==> config.mk <==
export PLATFORM = sky130hd
export DESIGN_NAME = fetch_ctrl_flat
export DESIGN_NICKNAME = d
export VERILOG_FILES = /design/src/rtl/fetch_ctrl_pkg.sv /design/src/rtl/fetch_ctrl_if.sv /design/src/rtl/fetch_ctrl_buf.sv /design/src/rtl/fetch_ctrl.sv /design/src/flat_wrapper.sv
export SDC_FILE = /design/constraint.sdc
export NUM_CORES = 1
export LEC_CHECK = 0
export BUFFER_PORTS_ARGS = -buffer_cell sky130_fd_sc_hd__buf_2
export CAP_MARGIN = 15
export CORE_MARGIN = 10
export CORE_UTILIZATION = 55
export CTS_BUF_LIST = sky130_fd_sc_hd__clkbuf_4
export DETAILED_ROUTE_END_ITERATION = 6
export PLACE_DENSITY = 0.87
export SETUP_SLACK_MARGIN = 0.3
export SKIP_CTS_REPAIR_TIMING = 1
export SLEW_MARGIN = 25
export SYNTH_ARGS = -nofsm -noshare
export SYNTH_HDL_FRONTEND = slang
export SYNTH_SLANG_ARGS = --single-unit
==> constraint.sdc <==
create_clock -name clk -period 5.2 [get_ports clk]
set_input_delay 0.78 -clock clk [delete_from_list [all_inputs] [get_ports clk]]
set_output_delay 0.78 -clock clk [all_outputs]
set_load 0.02 [all_outputs]
==> src/rtl/fetch_ctrl_pkg.sv <==
// fetch_ctrl_pkg: shared widths, FSM state encodings and PC helpers for the fetch sequencer.
package fetch_ctrl_pkg;
    localparam int WORD_WIDTH = 32;
    localparam int FETCH_STATE_WIDTH = 2;
    typedef logic [WORD_WIDTH-1:0] word_t;
    typedef enum logic [FETCH_STATE_WIDTH-1:0] {
        FETCH_IDLE = 2'd0,
        FETCH_REQ  = 2'd1,
        FETCH_WAIT = 2'd2,
        FETCH_HOLD = 2'd3
    } fetch_state_t;
    function automatic word_t align_word(input word_t a);
        return {a[WORD_WIDTH-1:2], 2'b00};
    endfunction
endpackage

==> src/rtl/fetch_ctrl_if.sv <==
// fetch_ctrl_if: instruction-memory handshake plus ID-stage buffer and redirect signals.
interface fetch_ctrl_if;
    import fetch_ctrl_pkg::*;
    logic  imem_req;
    word_t imem_addr;
    logic  imem_gnt;
    logic  imem_rvalid;
    word_t imem_rdata;
    logic  if_valid;
    word_t if_pc;
    word_t if_inst;
    logic  if_ready;
    logic  redirect_valid;
    word_t redirect_pc;
    logic  align_err;
    modport master (
        output imem_req, imem_addr, if_valid, if_pc, if_inst, align_err,
        input  imem_gnt, imem_rvalid, imem_rdata, if_ready, redirect_valid, redirect_pc
    );
    modport slave (
        input  imem_req, imem_addr, if_valid, if_pc, if_inst, align_err,
        output imem_gnt, imem_rvalid, imem_rdata, if_ready, redirect_valid, redirect_pc
    );
endinterface

==> src/rtl/fetch_ctrl_buf.sv <==
// fetch_buf: one-entry holding register for the instruction handed to ID.
module fetch_buf
    import fetch_ctrl_pkg::*;
(
    input  logic  clk,
    input  logic  rst_n,
    input  logic  load,
    input  logic  consume,
    input  logic  flush,
    input  word_t pc_in,
    input  word_t inst_in,
    output logic  valid,
    output word_t pc,
    output word_t inst
);
    // pc/inst are only written on load so they retain their value once consumed
    always_ff @(posedge clk or negedge rst_n) begin
        if (!rst_n) begin
            valid <= 1'b0;
            pc    <= '0;
            inst  <= '0;
        end else begin
            valid <= load ? 1'b1 : (consume || flush) ? 1'b0 : valid;
            if (load) begin
                pc   <= pc_in;
                inst <= inst_in;
            end
        end
    end
endmodule

==> src/rtl/fetch_ctrl.sv <==
// fetch_ctrl: single-outstanding instruction fetch sequencer with redirect and stale-fetch kill.
module fetch_ctrl
    import fetch_ctrl_pkg::*;
#(
    parameter word_t RESET_PC = 32'hBFC0_0000,
    parameter word_t PC_STEP  = 32'd4
) (
    input logic clk,
    input logic rst_n,
    fetch_ctrl_if.master bus
);
    fetch_state_t state, state_nxt;
    word_t pc, pc_nxt, fetch_pc, target;
    logic kill, kill_nxt, align_q, redirect, load, consume, flush;

    assign target   = align_word(bus.redirect_pc);
    assign redirect = bus.redirect_valid && state != FETCH_IDLE;
    assign load     = state == FETCH_WAIT && bus.imem_rvalid && !kill && !bus.redirect_valid;
    assign consume  = state == FETCH_HOLD && bus.if_ready;
    assign flush    = state == FETCH_HOLD && bus.redirect_valid;

    always_ff @(posedge clk or negedge rst_n) begin
        if (!rst_n) state <= FETCH_IDLE;
        else        state <= state_nxt;
    end

    always_comb begin
        state_nxt = state;
        unique case (state)
            FETCH_IDLE: state_nxt = FETCH_REQ;
            FETCH_REQ:  state_nxt = bus.imem_gnt ? FETCH_WAIT : FETCH_REQ;
            FETCH_WAIT: state_nxt = !bus.imem_rvalid ? FETCH_WAIT :
                                    (kill || bus.redirect_valid) ? FETCH_REQ : FETCH_HOLD;
            FETCH_HOLD: state_nxt = (bus.if_ready || bus.redirect_valid) ? FETCH_REQ : FETCH_HOLD;
        endcase
    end

    always_comb begin
        bus.imem_req  = state == FETCH_REQ;
        bus.imem_addr = pc;
        bus.align_err = align_q;
    end

    // A redirect while a request is in flight marks its response stale
    always_comb begin
        pc_nxt   = redirect ? target : load ? pc + PC_STEP : pc;
        kill_nxt = kill;
        if (state == FETCH_REQ && bus.imem_gnt && bus.redirect_valid) kill_nxt = 1'b1;
        if (state == FETCH_WAIT) kill_nxt = bus.imem_rvalid ? 1'b0 : bus.redirect_valid ? 1'b1 : kill;
    end

    always_ff @(posedge clk or negedge rst_n) begin
        if (!rst_n) begin
            pc       <= RESET_PC;
            fetch_pc <= '0;
            kill     <= 1'b0;
            align_q  <= 1'b0;
        end else begin
            pc       <= pc_nxt;
            kill     <= kill_nxt;
            align_q  <= redirect && bus.redirect_pc[1:0] != 2'b00;
            if (state == FETCH_REQ && bus.imem_gnt) fetch_pc <= pc;
        end
    end

    fetch_buf u_buf (
        .clk     (clk),
        .rst_n   (rst_n),
        .load    (load),
        .consume (consume),
        .flush   (flush),
        .pc_in   (fetch_pc),
        .inst_in (bus.imem_rdata),
        .valid   (bus.if_valid),
        .pc      (bus.if_pc),
        .inst    (bus.if_inst)
    );
endmodule

==> src/flat_wrapper.sv <==
// flat-port wrapper written by rule: the top's interface ports become plain ports
module fetch_ctrl_flat import fetch_ctrl_pkg::*;
#(
    parameter word_t RESET_PC = 32'hBFC0_0000,
    parameter word_t PC_STEP  = 32'd4
)
  (clk, rst_n, bus_imem_req, bus_imem_addr, bus_if_valid, bus_if_pc, bus_if_inst, bus_align_err, bus_imem_gnt, bus_imem_rvalid, bus_imem_rdata, bus_if_ready, bus_redirect_valid, bus_redirect_pc);
  fetch_ctrl_if bus_i ();
  input logic clk;
  input logic rst_n;
  output wire logic [$bits(bus_i.imem_req)-1:0] bus_imem_req;
  output wire logic [$bits(bus_i.imem_addr)-1:0] bus_imem_addr;
  output wire logic [$bits(bus_i.if_valid)-1:0] bus_if_valid;
  output wire logic [$bits(bus_i.if_pc)-1:0] bus_if_pc;
  output wire logic [$bits(bus_i.if_inst)-1:0] bus_if_inst;
  output wire logic [$bits(bus_i.align_err)-1:0] bus_align_err;
  input wire logic [$bits(bus_i.imem_gnt)-1:0] bus_imem_gnt;
  input wire logic [$bits(bus_i.imem_rvalid)-1:0] bus_imem_rvalid;
  input wire logic [$bits(bus_i.imem_rdata)-1:0] bus_imem_rdata;
  input wire logic [$bits(bus_i.if_ready)-1:0] bus_if_ready;
  input wire logic [$bits(bus_i.redirect_valid)-1:0] bus_redirect_valid;
  input wire logic [$bits(bus_i.redirect_pc)-1:0] bus_redirect_pc;
  assign bus_imem_req = bus_i.imem_req;
  assign bus_imem_addr = bus_i.imem_addr;
  assign bus_if_valid = bus_i.if_valid;
  assign bus_if_pc = bus_i.if_pc;
  assign bus_if_inst = bus_i.if_inst;
  assign bus_align_err = bus_i.align_err;
  assign bus_i.imem_gnt = bus_imem_gnt;
  assign bus_i.imem_rvalid = bus_imem_rvalid;
  assign bus_i.imem_rdata = bus_imem_rdata;
  assign bus_i.if_ready = bus_if_ready;
  assign bus_i.redirect_valid = bus_redirect_valid;
  assign bus_i.redirect_pc = bus_redirect_pc;
  fetch_ctrl #(.RESET_PC(RESET_PC), .PC_STEP(PC_STEP)) u_core (.clk(clk), .rst_n(rst_n), .bus(bus_i));
endmodule
==> impl_metrics.env <==
export IMPL_io_pin_count=169
export IMPL_cts_made_buffers=17
export IMPL_insertion_delay_ps=510
export IMPL_crit_fanout=32
export IMPL_ant_nets=0
export IMPL_grt_overflow_total=0
export IMPL_ctsHtreeMaxLevel=4
export IMPL_grt_antenna_before_repair=1
export IMPL_path_clk_slew_ps=110
export IMPL_intPower_mw=2.28
export IMPL_cp_arrival_ps=2730
export IMPL_p_sw_share_pct=36.6
export IMPL_finalSetupViolations=0
export IMPL_layout_common_cells="nand2_1, buf_2, dfrtp_1"
export IMPL_crit_type="reg2reg"
export IMPL_place_congestion=0.864
export IMPL_holdWs_ps=223
export IMPL_cts_tree="done"
export IMPL_die_area_sq_um=14300
export IMPL_maxCapViolations=0
export IMPL_post_route_period_util_pct=44.2
export IMPL_switchingPower_mw=1.32
export IMPL_worstRegToRegCells=6
export IMPL_syn_cell_area_sq_um=5470
export IMPL_ir_worst_vdd_mv=0.275
export IMPL_synth_distinct_cells=47
export IMPL_power_leakage_nw=3.61
export IMPL_p_clk_share_pct=24.8
export IMPL_max_freq_ghz=0.435
export IMPL_pre_cts_slack_ps=2450
export IMPL_cts_max_path_buffers=2
export IMPL_antenna_cells=0
export IMPL_initial_core_util_pct=56.2
export IMPL_track_usage_pct=20.2
export IMPL_via_per_inst=5.29
export IMPL_finalClockSkew_ps=17.1
export IMPL_p_comb_share_pct=30.5
export IMPL_r2r_end="u_core.bus.imem_addr[31]"
export IMPL_postSynth_asyncResetShare_pct=100
export IMPL_cp_data_required_time_ps=5640
export IMPL_outcome="finished clean"
export IMPL_grt_pass1_vias=4703
export IMPL_cts_sinks=127
export IMPL_ys_warnings_count=0
export IMPL_drt_iter0_drc=315
export IMPL_syn_inst=563
export IMPL_io_buffers=164
export IMPL_synth_edf_count=0
export IMPL_core_area_sq_um=9730
export IMPL_hp_class="in2async"
export IMPL_period_minus_slack_ps=2300
export IMPL_mostFrequentLayoutCell="nand2_1"
export IMPL_ys_flop_type="dfrtp_1"
export IMPL_rsz0062_at_grt="no"
export IMPL_r2r_slack_ps=2900
export IMPL_route_detailed_drc=0
export IMPL_die_h_um=120
export IMPL_worst_slew_pin_slew_ps=898
export IMPL_syn2layout_area_growth_pct=23.8
export IMPL_final_layout_size_suffix_gt1_share_pct=33.2
export IMPL_p_per_area_nw_per_um2=532
export IMPL_hold_viol_final=0
export IMPL_max_slew_margin_pct=40.1
export IMPL_dp_hpwl_mm=10.4
export IMPL_cts_root_buf="clkbuf_4"
export IMPL_crit_path_end_kind="register"
export IMPL_fillCellCount=765
export IMPL_seq_power_share_pct=44.7
export IMPL_die_w_um=120
export IMPL_grt_pass1_wl_mm=23.8
export IMPL_grt_max_degree=74
export IMPL_drt_wl_total_mm=14.4
export IMPL_final_setup_worst_slack_ps=2900
export IMPL_wl_per_cell_um=16.7
export IMPL_ys_seq_area_share_pct=58.3
export IMPL_synth_avg_cell_area_sq_um=9.71
export IMPL_first_pass_iters=7
export IMPL_timing_setup_tns_ps=0
export IMPL_num_rows=36
export IMPL_finalNetCount=792
export IMPL_dr_total_vias=4585
export IMPL_startpoint_type="register"
export IMPL_slew_violations=0
export IMPL_ys_ff_latch=127
export IMPL_r2r_start="u_core.state[0]"
[sequential cells by signal, indices dropped and copies added, names as in the netlist]
name	count
u_core.bus.align_err	1
u_core.bus.imem_addr	30
u_core.u_buf.valid	1
u_core.kill	1
u_core.fetch_pc	30
u_core.u_buf.pc	30
u_core.u_buf.inst	32
u_core.state	2
[area by class of cell]
type	instances	area, sq um	area share (%)
multi-input combinational	400	2120	31.4
sequential	127	3190	47.1
clock inverter	15	265	3.92
clock buffer	17	128	1.89
timing repair buffer	171	880	13.0
inverter	4	15.0	0.222
tap	133	166	2.46
[metrics by stage]
| step | std cells | utilization (%) | cell area, sq um | power (mW) |
|---|---|---|---|---|
| floorplan | 566 | - | 5480 | 2.29 |
| global placement | 835 | 65.5 | 6370 | 2.67 |
| detailed placement | 835 | 65.5 | 6370 | 2.72 |
| CTS | 867 | 69.5 | 6770 | 3.63 |
| global route | 867 | 69.5 | 6770 | 3.81 |
| finish | 867 | 69.5 | 6770 | 3.60 |
[power groups by stage]
stage          registers (mW)  clock network [mW]  logic (mW)
2_1_floorplan            1.81                   0       0.485
3_3_place_gp             1.60                   0        1.07
3_5_place_dp             1.61                   0        1.11
4_1_cts                  1.60               0.914        1.12
5_1_grt                  1.66               0.956        1.20
6_report                 1.61               0.894        1.10
[layer usage]
metal,part of all wire [%],GRT usage [%]
met1,42,24.5
met2,48,32.4
met3,8.7,7.88
met4,1.5,6.94
met5,0.12,0
[worst max path at each step]
stage                       start                        to  slack [ps]  depth (start not counted)
6_report          u_core.state[0]  u_core.bus.imem_addr[31]        2900                          6
5_1_grt           u_core.state[0]  u_core.bus.imem_addr[13]        2680                          6
4_1_cts           u_core.state[0]   u_core.bus.imem_addr[8]        2900                          6
3_5_place_dp   bus_redirect_valid   u_core.bus.imem_addr[8]        2450                          7
3_3_place_gp   bus_redirect_valid   u_core.bus.imem_addr[5]        2500                          7
2_1_floorplan  bus_redirect_valid  u_core.bus.imem_addr[27]        3060                          5
[logic make-up (layout without fill, tap and decap cells)]
logic type	count (synthesis)	after routing	synth area share, %
and+or+nand+nor	298	298	23.7
DFF	127	127	58.3
AOI/OAI and AO/OA	58	58	6.96
buffers and inverters	39	207	3.18
muxes	27	27	5.56
xor gates and xnor gates	12	12	1.92
adders and majority gates	1	1	0.229
other	1	4	0.0686
[worst max-delay path, stage by stage (launching register included)]
cell and delay, ps:
dfrtp_1 490, nand2b_1 250, nor3_4 140, buf_4 340
nand3_1 360, or3_1 450, a31oi_1 180
[cells in the mapped netlist (2+ instances only)]
library cell    n  share of area [%]
a221o_1         3               0.55
nand2b_1        2               0.23
dfrtp_1       118                 54
and2_1          2               0.23
nor2_1         15                1.0
a31oi_1         4               0.46
o21ai_0        21                1.9
nand4_1        10                1.1
mux2_2         27                5.6
or3_1           2               0.23
nand2_1       228                 16
xor2_1          6               0.96
buf_1           8               0.55
nor4_1          2               0.23
dfstp_2         9                4.3
a21oi_1         4               0.37
o211ai_1        7               0.96
o31a_1          2               0.32
clkbuf_1       18                1.2
and4_1          4               0.64
and3_1          5               0.57
or4_1           2               0.27
clkbuf_2        2               0.18
o311ai_0        6               0.96
xnor2_1         6               0.96
o21ai_1         3               0.27
nand3_1        15                1.4
buf_2           2               0.18
buf_4           4               0.55
inv_1           4               0.27
a22oi_1         2               0.27
nor3_1          4               0.37
a21o_1          2               0.27
Power figures use the tool's default switching activity.
